**src/rtl/oled_text_streamer.sv**
```systemverilog
`default_nettype none
// ============================================================================
// Module      : oled_text_streamer
// Description : Holds a 64-byte text buffer written by the processor and
//               streams it to an OLED over a write-only SPI link (mode 0).
//               Each frame is CMD0, CMD1 (dc=0) followed by buffer[0..63]
//               (dc=1), MSB first.
// Ports       : sysclk        - system clock, all logic on posedge
//               rst           - synchronous active-high reset
//               we_ip         - buffer write strobe
//               write_addr_ip - buffer index for the write (6 bits)
//               write_data_ip - byte written to buffer[write_addr_ip]
//               refresh_ip    - request a frame without a write
//               busy_op       - high while a frame is being sent
//               frame_done_op - one-cycle pulse when a frame completes
//               oled_sclk     - SPI clock, idles low
//               oled_sdin     - SPI data, MSB first
//               oled_dc       - 0 = command byte, 1 = data byte
// Revision    : 1.0 - initial release
// ============================================================================
module oled_text_streamer #(
    parameter int         CLK_DIV = 4,
    parameter logic [7:0] CMD0    = 8'h20,
    parameter logic [7:0] CMD1    = 8'h00
) (
    input  logic       sysclk,
    input  logic       rst,
    input  logic       we_ip,
    input  logic [5:0] write_addr_ip,
    input  logic [7:0] write_data_ip,
    input  logic       refresh_ip,
    output logic       busy_op,
    output logic       frame_done_op,
    output logic       oled_sclk,
    output logic       oled_sdin,
    output logic       oled_dc
);

    localparam logic [7:0] c_DIV_LAST = 8'(CLK_DIV - 1);
    localparam logic [6:0] c_LAST_IDX = 7'd65;

    typedef enum logic [1:0] {
        S_IDLE  = 2'd0,
        S_LOAD  = 2'd1,
        S_SHIFT = 2'd2
    } state_t;

    state_t     r_state;
    state_t     w_state_nxt;

    logic [7:0] r_buf [0:63];
    logic       r_dirty;
    logic [6:0] r_idx;       // 0,1 = header bytes; 2..65 = buffer[idx-2]
    logic [2:0] r_bit;       // bits remaining after the current one
    logic [7:0] r_div;       // cycles spent in the current sclk half-period
    logic [7:0] r_shift;     // bit 7 drives oled_sdin
    logic       r_busy;
    logic       r_done;
    logic       r_sclk;
    logic       r_dc;

    logic       w_div_end;
    logic       w_clr_dirty;
    logic [5:0] w_buf_addr;
    logic [7:0] w_load_byte;

    assign w_div_end  = (r_div == c_DIV_LAST);
    assign w_buf_addr = 6'(r_idx - 7'd2);

    // ------------------------------------------------------------------
    // Next-state logic
    // ------------------------------------------------------------------
    always_comb begin
        w_state_nxt = r_state;
        w_clr_dirty = 1'b0;
        case (r_state)
            S_IDLE: begin
                if (r_dirty) begin
                    w_clr_dirty = 1'b1;
                    w_state_nxt = S_LOAD;
                end
            end
            S_LOAD: begin
                w_state_nxt = S_SHIFT;
            end
            S_SHIFT: begin
                // End of bit0's high phase closes the byte.
                if (w_div_end && r_sclk && (r_bit == 3'd0)) begin
                    w_state_nxt = (r_idx < c_LAST_IDX) ? S_LOAD : S_IDLE;
                end
            end
            default: begin
                w_state_nxt = S_IDLE;
            end
        endcase
    end

    // Byte presented to the shift register on a LOAD cycle. The buffer read
    // uses the registered contents, so a same-cycle write is not seen.
    always_comb begin
        w_load_byte = r_buf[w_buf_addr];
        if (r_idx == 7'd0) begin
            w_load_byte = CMD0;
        end else if (r_idx == 7'd1) begin
            w_load_byte = CMD1;
        end
    end

    always_ff @(posedge sysclk) begin
        if (rst) begin
            r_state <= S_IDLE;
        end else begin
            r_state <= w_state_nxt;
        end
    end

    // ------------------------------------------------------------------
    // Text buffer and frame request flag
    // ------------------------------------------------------------------
    always_ff @(posedge sysclk) begin
        if (rst) begin
            for (int i = 0; i < 64; i++) begin
                r_buf[i] <= 8'h20;
            end
        end else if (we_ip) begin
            r_buf[write_addr_ip] <= write_data_ip;
        end
    end

    // A new request wins over the clear so a write landing on the frame
    // start edge still produces a following frame.
    always_ff @(posedge sysclk) begin
        if (rst) begin
            r_dirty <= 1'b1;
        end else if (we_ip || refresh_ip) begin
            r_dirty <= 1'b1;
        end else if (w_clr_dirty) begin
            r_dirty <= 1'b0;
        end
    end

    // ------------------------------------------------------------------
    // Serialiser datapath
    // ------------------------------------------------------------------
    always_ff @(posedge sysclk) begin
        if (rst) begin
            r_idx   <= 7'd0;
            r_bit   <= 3'd0;
            r_div   <= 8'd0;
            r_shift <= 8'd0;
            r_busy  <= 1'b0;
            r_done  <= 1'b0;
            r_sclk  <= 1'b0;
            r_dc    <= 1'b0;
        end else begin
            r_busy <= (w_state_nxt != S_IDLE);
            r_done <= (r_state == S_SHIFT) && (w_state_nxt == S_IDLE);
            case (r_state)
                S_IDLE: begin
                    if (r_dirty) begin
                        r_idx <= 7'd0;
                    end
                end
                S_LOAD: begin
                    r_shift <= w_load_byte;
                    r_dc    <= (r_idx >= 7'd2);
                    r_sclk  <= 1'b0;
                    r_div   <= 8'd0;
                    r_bit   <= 3'd7;
                end
                S_SHIFT: begin
                    if (!w_div_end) begin
                        r_div <= r_div + 8'd1;
                    end else begin
                        r_div <= 8'd0;
                        if (!r_sclk) begin
                            r_sclk <= 1'b1;
                        end else begin
                            // Falling sclk: the only point inside a byte where
                            // sdin moves on to the next bit.
                            r_sclk <= 1'b0;
                            if (r_bit != 3'd0) begin
                                r_bit   <= r_bit - 3'd1;
                                r_shift <= {r_shift[6:0], 1'b0};
                            end else if (r_idx < c_LAST_IDX) begin
                                r_idx <= r_idx + 7'd1;
                            end
                        end
                    end
                end
                default: begin
                    r_sclk <= 1'b0;
                end
            endcase
        end
    end

    assign busy_op       = r_busy;
    assign frame_done_op = r_done;
    assign oled_sclk     = r_sclk;
    assign oled_sdin     = r_shift[7];
    assign oled_dc       = r_dc;

endmodule
`default_nettype wire
```
**config.mk**
```make
export PLATFORM = sky130hd
export DESIGN_NAME = oled_text_streamer
export DESIGN_NICKNAME = d
export VERILOG_FILES = /design/src/rtl/oled_text_streamer.sv
export SDC_FILE = /design/constraint.sdc
export NUM_CORES = 1
export LEC_CHECK = 0
export CAP_MARGIN = 15
export CORE_AREA = 8 8 306 308
export CTS_CLUSTER_SIZE = 30
export DETAILED_ROUTE_END_ITERATION = 6
export DIE_AREA = 0 0 314 316
export GPL_TIMING_DRIVEN = 0
export PLACE_DENSITY = 0.49
export RECOVER_POWER = 50
export SYNTH_ARGS = -nofsm -noshare
export SYNTH_HDL_FRONTEND = slang
export SYNTH_SLANG_ARGS = --single-unit
```
**constraint.sdc**
```tcl
create_clock -name sysclk -period 3.51 [get_ports sysclk]
set_input_delay 1.053 -clock sysclk [delete_from_list [all_inputs] [get_ports sysclk]]
set_output_delay 1.053 -clock sysclk [all_outputs]
set_load 0.01 [all_outputs]
```
# ---- After elaboration in Yosys (flattened, before gate mapping)
# Memory sizes are Yosys's and may differ from the RTL's.
# Index checks and enable logic that the tools add are counted.
dict set report word_totals {
  romBits 0
  ram_bits 512
  word_cells 80
  input_bits 18
  latchBits 0
  out_inout_bits 5
  register_bits 33
  n_memories 1
}
# name words word_bits rd rd_ports_with_merged_regs write_ports line_no
set mem_list {}
lappend mem_list {r_buf 64 8 1 0 64 51} ;# logic [7:0] r_buf [0:63];
dict set report op_classes {
  reduce_logical 17
  n_bitwise 1
  shift 0
  muxes 35
  n_mul 0
  n_lt_le_gt_ge 2
  n_eq_ne 10
  div_mod_pow 0
  add_sub_neg 4
}
# op count
set ops {}
lappend ops {{two-way mux 8 bit} 7}
lappend ops {{two-way mux 7 bit} 5}
lappend ops {{one-hot mux 8 bit (2 select lines)} 2}
lappend ops {{one-hot mux 7 bit (2 select lines)} 1}
lappend ops {{two-way mux 1 bit} 11}
lappend ops {{two-way mux 3 bit} 3}
lappend ops {{adder 8 x 1 -> 8 bit (second input constant)} 1}
lappend ops {{== test 8 x 2 -> 1 bit (second input constant)} 1}
lappend ops {{inequality test 2 bit (second input constant)} 4}
lappend ops {{OR reduction 8 bit} 1}
lappend ops {{adder 7 x 1 -> 7 bit (second input constant)} 1}
lappend ops {{== test 7 x 1 -> 1 bit (second input constant)} 1}
lappend ops {{greater-or-equal comparator 7 x 2 -> 1 bit (second input constant)} 1}
lappend ops {{logical NOT 7 bit} 1}
lappend ops {{< comparator 7 bit (second input constant)} 1}
lappend ops {{two-way mux 6 bit} 1}
lappend ops {{one-hot mux 2 bit (3 select lines)} 1}
lappend ops {{one-hot mux 3 bit (2 select lines)} 1}
lappend ops {{AND reduction 6 bit} 1}
lappend ops {{nonzero test 2 bit} 3}
lappend ops {{subtractor 6 x 2 -> 6 bit (second input constant)} 1}
lappend ops {{logical NOT 2 bit} 2}
lappend ops {{two-way mux 2 bit} 2}
lappend ops {{inequality test 2 x 1 -> 1 bit (second input constant)} 2}
lappend ops {{other kinds (12)} 14}

# ---- Depth between registers and ports, before layout
# Gate-level depths: netlist of the first run.
dict set report depth {
  depth_word 7
  depth_mapped 13
  depth_no_buf 8
}

# ---- Least setup slack after synthesis of the first run
# No wires, ideal clock.
dict set report synth_path {
  path_kind {reg2reg}
  start {register r_idx[1]}
  end {register r_shift[1]}
  n_path_buf 5
  path_stages_with_launch 12
  t_arrival_ns 3.025
  setup_time_ns 0.137
  synth_period_minus_slack_ns 3.162
  setup_slack_ns 0.348
  required_ns 3.373
  cell_sequence {dfxtp_1 buf_6 buf_2 buf_2 inv_1 ha_1 buf_2 clkbuf_1 mux4_2 mux4_2 a22oi_1 o221ai_1}
}
dict set report synth_between {
  elab_chain_cells 5
  elab_cells_between_ends 7
  cone_classes {1 x add/sub; 1 x eq/ne; 3 x mux; 1 x reduce/logical; 1 x memory}
}
# element line_no
set synth_rtl {}
lappend synth_rtl {{from (decl)} 53} ;# logic [6:0] r_idx;
lappend synth_rtl {{from (signal assigned)} 186} ;# r_idx <= r_idx + 7'd1;
lappend synth_rtl {{subtractor 6 x 2 -> 6 bit} 68} ;# assign w_buf_addr = 6'(r_idx - 7'd2);
lappend synth_rtl {{memory (64 x 8 bit)} --}
lappend synth_rtl {{two-way mux 8 bit} 104} ;# end else if (r_idx == 7'd1) begin
lappend synth_rtl {{two-way mux 8 bit (*)} 102} ;# if (r_idx == 7'd0) begin
lappend synth_rtl {{one-hot mux 8 bit (2 select lines) (*)} 158} ;# case (r_state)
lappend synth_rtl {{to (signal assigned)} 165} ;# r_shift <= w_load_byte;
lappend synth_rtl {{to (signal assigned)} 184} ;# r_shift <= {r_shift[6:0], 1'b0};
lappend synth_rtl {{to (decl)} 56} ;# logic [7:0] r_shift;
# Mark *: on every way between the ends. The rest lies on a longest branch, timed or not.
# A chain may end at the register's enable or synchronous reset.

# ---- Final worst setup path of the first run
dict set report layout_path {
  start {register r_idx[1]}
  end {register r_shift[4]}
}
# Same word-level chain as after synthesis.

==> results.yml, run 1 <==
status:
  outcome: "finished with violations"
  violations: "negative setup slack"
clocking:
  ctsRootBufferMaster: "clkbuf_16"
  holdBufCountCts: 0
  h-tree-depth: 2
  cts_tree: "built"
  clockBufferDepth: 3
  clk_pin_slew_ns: 0.06
  clk_latency_ns: 0.63
  numClockSinks: 545
  cts_made_buffers: 59
worst_hold_path:
  hold_path_end: "r_shift[0]"
  hp-start: "r_shift[0]"
  hold_depth: 2
  hp-class: "register to register"
grt:
  top_usage_layer: "met2"
  grt_max_degree: 19
  grt_pass1_wl_um: 115000
  grtUsageMet1: 0.2169
  use_met3: 0.02437
  gr-total-overflow: 0
  grtUsageTotal: 0.1594
  met2_usage: 0.2608
  antenna_found_initial: 3
  first_global_vias: 15830
yosys:
  yosysMostFrequentCell: "edfxtp_1"
  synth_nets: 1786
  synth_top_area_frac: 0.6026
  netlist_instances: 1754
  synth_common_cells: "edfxtp_1, and2_1, mux4_2, clkbuf_1, nor2_1"
  synth_cell_type_count: 55
  synth_ff_type: "edfxtp_1"
  ys_seq_elements: 545
  ys_top_cells_by_area: "edfxtp_1, mux4_2, and2_1"
  syn_area_um2: 25520
  synth_edf_count: 512
  synth_largest_area_cell: "edfxtp_1"
  yosysSeqAreaShare: 0.6285
  postSynth.asyncResetShare: 0
  syn_area_per_cell_um2: 14.55
  yosys_warnings: 0
job:
  cap_violations: 0
critical_path:
  r2r_slack_ns: -0.11
  crit_required_ns: 3.99
  worstReg2RegStart: "r_idx[1]"
  crit_start: "r_idx[1]"
  r2r-end: "r_shift[4]"
  cp-start-kind: "register"
  crit_arrival_ns: 4.10
  worstPathMaxFanout: 27
  critPathKind: "register to register"
  r2r_cells: 10
  critPathCaptureType: "register"
sta:
  worst_pin_slew_ns: 1.206
  rsz0062_at_grt: "yes"
  slew_viol_final: 0
  finalWorstSetupSlack_ns: -0.1115
  finalCritPeriodShare: 1.032
  hold_viol: 0
  tns_ns: -0.6641
  maxSlewHeadroom: 0.1900
  fin_crit_ns: 3.622
  skew_ns: 0.01566
  fmax_mhz: 276.1
  setup_viol: 15
power:
  power.total_mw: 15.39
  powerDensity_nw_per_um2: 522.1
  p_leak_nw: 9.479
  ir_worst_vdd_v: 0.0004174
floorplan:
  die_w_um: 314
  core.rowCount: 110
  core_area_um2: 89050
  die_h_um: 316
  design.die.area_um2: 99220
  ios: 23
  start_util: 0.2865
cells_and_area:
  stdcell_count: 3103
  nNetsFinal: 1915
  drive_gt1_frac: 0.1926
  finalInstanceArea_um2: 29480
  syn_to_final_growth_pct: 15.54
  n_fill_cell: 8660
  multi_input_area_um2: 8926
  regArea_um2: 16040
route:
  totalWireLength_um: 80420
  first_iter_violations: 1715
  ant_nets: 0
  drc: 0
  routed-via-count: 15590
  drt_pass1_iterations: 5
  wl_per_cell_um: 25.92
  vias_per_cell: 5.023
placement:
  globalplace.congestion: 0.8761
  dp.cells: 2996
  io_buffers: 11
  place_area_um2: 27460
  dp_hpwl_um: 58180
==> registers in the layout, indices dropped and copies added (netlist names), 2 cells and up <==
name	cells
r_buf	512
r_div	8
r_shift	8
r_idx	7
r_bit	3
r_state	2
==> through the flow <==
step / hold slack (ns) / utilization / setup WS, ns
floorplan: 0.4377 / - / 0.3479
global placement: 0.4603 / 0.3043 / -1.805
detailed placement: 0.4759 / 0.3083 / -1.683
CTS: 0.4842 / 0.3310 / -0.2181
global route: 0.5046 / 0.3310 / -0.06881
finish: 0.4806 / 0.3311 / -0.1115
==> worst max-delay path, stage by stage, from the launching register on <==
cell and delay (ns):
dfxtp_2 0.38, buf_12 0.23, clkinvlp_2 0.35, ha_4 0.43, buf_8 0.21, clkbuf_4 0.24, buf_8 0.19, mux4_2 0.39
mux4_2 0.55, a21oi_2 0.29, o221ai_1 0.16
==> cell families after synthesis <==
kind of cell | count (synthesis) | share of synthesized area
AOI/OAI and AO/OA | 130 | 0.03035
xor gates and xnor gates | 16 | 0.006963
adders and majority gates | 14 | 0.006865
buffers and inverters | 155 | 0.02658
DFF | 545 | 0.6285
muxes | 158 | 0.1336
and+or+nand+nor | 736 | 0.1672
==> layout make-up <==
type                            count  share of cell area
Antenna cell                        1          0.00008488
Buffer                            141             0.02377
Clock buffer                       75             0.05462
Clock inverter                     29            0.007936
Inverter                           11            0.001443
Multi-Input combinational cell   1054              0.3028
Sequential cell                   545              0.5440
Tap cell                         1176             0.04991
Timing Repair Buffer               71             0.01549
==> routing by layer <==
layer / wire length, um / up-vias
met3: 4978 / 131
met4: 2420 / 0
met2: 38090 / 579
met1: 34930 / 8118
li1: - / 6758
met5: 0 / -
==> cells in the final DEF (no fill, tap or decap), drive strengths merged, types with 14 or more instances in the layout <==
| cell | netlist | final |
|---|---|---|
| edfxtp | 512 | 512 |
| and2 | 454 | 454 |
| clkbuf | 107 | 200 |
| mux4 | 146 | 146 |
| nor2 | 90 | 90 |
| buf | 37 | 76 |
| o21ai | 69 | 69 |
| or3 | 63 | 63 |
| nand2 | 50 | 50 |
| dfxtp | 33 | 33 |
| a21oi | 24 | 24 |
| clkinv | 0 | 22 |
| nand3 | 16 | 16 |
| ha | 14 | 14 |
| nor3 | 14 | 14 |
==> timing repair <==
action                     CTS  global route
setup buffers                0             5
pin swaps                    1             1
cloned                       0             0
setup endpoints to repair  251           530
resized for setup           62            43
==> report_power, final <==
group          switching (mW)  leakage, nW  internal, mW
clock network            2.64        0.905          3.44
registers               0.123         5.17          7.45
logic                    1.08         3.40         0.657
==> worst max path at each step <==
stage             endpoint  slack [ns]  cells past startpoint
2_1_floorplan   r_shift[1]        0.35                     11
3_3_place_gp    r_shift[4]       -1.80                     11
3_5_place_dp    r_shift[5]       -1.68                     12
4_1_cts         r_shift[1]       -0.22                     12
5_1_grt        r_buf[0][1]       -0.07                      6
6_report        r_shift[4]       -0.11                     10
No activity file was read; power rests on OpenSTA's default activity.
==> run 2: changes to the inputs <==
--- a/config.mk
+++ b/config.mk
@@ -11,6 +11,7 @@
 export DETAILED_ROUTE_END_ITERATION = 6
 export DIE_AREA = 0 0 314 316
 export GPL_TIMING_DRIVEN = 0
+export HOLD_SLACK_MARGIN = 0.08
 export PLACE_DENSITY = 0.49
 export RECOVER_POWER = 50
 export SYNTH_ARGS = -nofsm -noshare
==> results of run 2 <==
No change in the layout: final DEF, timing and power equal those of run 1.
==> run 3: changes to the inputs <==
--- a/config.mk
+++ b/config.mk
@@ -14,6 +14,7 @@
 export HOLD_SLACK_MARGIN = 0.08
 export PLACE_DENSITY = 0.49
 export RECOVER_POWER = 50
+export SLEW_MARGIN = 20
 export SYNTH_ARGS = -nofsm -noshare
 export SYNTH_HDL_FRONTEND = slang
 export SYNTH_SLANG_ARGS = --single-unit
==> run 3 against run 2 <==
Compared with the run above:
- the run still ends with negative setup slack left
- hold slack improved by 0.0055 ns
- via count decreased by 0.47%
- global-route usage about the same
- design area increased by 0.24%
- sequential share of layout area decreased by 0.13 points
- register-to-register slack improved by 0.13 ns
- setup slack improved by 0.10 ns
- non-clock buffer count decreased by 27
- clock skew increased by 0.0037 ns
- die area unchanged
- critical path type is now input port to register
==> results.yml, run 3 (same netlist as run 1, synthesis figures left out) <==
clocking:
  ctsRootBufferMaster: "clkbuf_16"
  cts_made_buffers: 59
  h-tree-depth: 2
  clk_pin_slew_ns: 0.06
  clk_latency_ns: 0.61
  cts_tree: "built"
  numClockSinks: 545
  holdBufCountCts: 0
  clockBufferDepth: 3
cells_and_area:
  regArea_um2: 16040
  multi_input_area_um2: 9042
  top_register: "r_buf"
  syn_to_final_growth_pct: 15.81
  finalInstanceArea_um2: 29550
  largest_register_ffs: 512
  stdcell_count: 3079
  nNetsFinal: 1888
  largestRegisters: "r_buf: 512 flops, r_div: 8 flops, r_shift: 8 flops"
  n_fill_cell: 8637
  drive_gt1_frac: 0.1924
  layout_commonest_cell: "edfxtp_1"
  final_cell_mix: "edfxtp_1, and2_1, mux4_2"
critical_path:
  slowest_delay_ns: 0.72
  worstPathMaxFanout: 10
  crit_start: "rst"
  crit_arrival_ns: 3.76
  path_cells: "clkdlybuf4s50_1, nor2b_2, nor2b_1, nand2_1, clkbuf_1, o21ai_2"
  r2r_cells: 10
  critPathCaptureType: "register"
  critPathKind: "input port to register"
  worstReg2RegStart: "r_idx[1]"
  crit_required_ns: 3.75
  cp-start-kind: "input port"
  slowest_stage: "o21ai_2"
  r2r_slack_ns: 0.02
  r2r-end: "r_shift[4]"
sta:
  finalCritPeriodShare: 1.003
  fmax_mhz: 284.1
  skew_ns: 0.01939
  tns_ns: -0.04797
  setup_viol: 7
  finalWorstSetupSlack_ns: -0.009935
  maxSlewHeadroom: 0.2431
  fin_crit_ns: 3.520
  rsz0062_at_grt: "no"
  fin_hold_ws_ns: 0.4861
  worst_pin_slew_ns: 1.127
  slew_viol_final: 0
  hold_viol: 0
floorplan:
  start_util: 0.2865
  design.die.area_um2: 99220
  die_w_um: 314
  core_area_um2: 89050
  core.rowCount: 110
  ios: 23
  die_h_um: 316
route:
  ant_nets: 0
  totalWireLength_um: 80180
  wl_per_cell_um: 26.04
  drc: 0
  first_iter_violations: 1561
  routed-via-count: 15510
  drt_pass1_iterations: 5
  vias_per_cell: 5.038
grt:
  grt_pass1_wl_um: 115000
  grtUsageTotal: 0.1593
  grt_max_degree: 19
  antenna_found_initial: 4
  first_global_vias: 15590
  gr-total-overflow: 0
power:
  ir_worst_vdd_v: 0.0003747
  power.total_mw: 15.49
  p_leak_nw: 9.435
  powerDensity_nw_per_um2: 524.3
placement:
  dp.cells: 2970
  dp_hpwl_um: 58100
  io_buffers: 11
  globalplace.congestion: 0.8761
  place_area_um2: 27340
worst_hold_path:
  hp-start: "r_shift[0]"
  hold_path_end: "r_shift[0]"
  hp-class: "register to register"
  hold_depth: 2
job:
  cap_violations: 0
status:
  violations: "negative setup slack"
  outcome: "finished with violations"
[run 3: cell types whose count changed in the layout (fill, tap and decap cells not counted), sizes merged]
cell and change:
buf -14, bufinv +1, clkbuf -6, clkinv -3
clkinvlp -3, inv +1
[run 3: worst max-delay path, delay by kind of cell]
kind                   cells  cell delay (ns)
buffers and inverters      2             1.06
AO/OA/AOI/OAI              1             0.72
AND/OR/NAND/NOR            3             0.90
[run 3: timing repair]
item | in CTS | in global routing
buffers inserted | 0 | 3
gates resized for setup | 81 | 30
pin swaps | 0 | 1
endpoints found under the setup margin | 292 | 522
[run 3: layout make-up]
| class | instances | area share |
|---|---|---|
| tap | 1176 | 0.04979 |
| timing repair buffer | 43 | 0.01118 |
| inverter | 11 | 0.001397 |
| clock inverter | 25 | 0.007367 |
| clock buffer | 82 | 0.05644 |
| antenna | 1 | 0.00008468 |
| sequential | 545 | 0.5427 |
| buffer | 142 | 0.02507 |
| multi-input combinational | 1054 | 0.3060 |
[run 3: where the power goes]
group	leakage, nW	internal [mW]	switching (mW)
sequential	5.17	7.45	0.119
clock	0.925	3.58	2.60
combinational	3.34	0.654	1.08
total	9.44	11.7	3.80
[run 3: layer usage]
| layer | GRT usage | vias up | share of wire |
|---|---|---|---|
| met5 | 0 | - | 0.00016 |
| met4 | 0.04937 | 2 | 0.033 |
| met3 | 0.02914 | 134 | 0.067 |
| met2 | 0.2595 | 559 | 0.47 |
| met1 | 0.2153 | 8100 | 0.43 |
| li1 | - | 6718 | - |
[run 3: worst max-delay path by stage]
| stage | end | cells past startpoint |
|---|---|---|
| after floorplan | r_shift[1] | 11 |
| after global placement | r_shift[4] | 11 |
| after detailed placement | r_shift[5] | 12 |
| after CTS | r_shift[1] | 12 |
| after global routing | r_buf[63][2] | 7 |
| final | r_buf[25][1] | 6 |
[run 3: metrics by stage]
stage          setup slack, ns    util
2_1_floorplan           0.3479       -
3_3_place_gp            -1.805  0.3043
3_5_place_dp            -1.665  0.3071
4_1_cts                -0.2200  0.3313
5_1_grt               0.003871  0.3318
6_report             -0.009935  0.3319
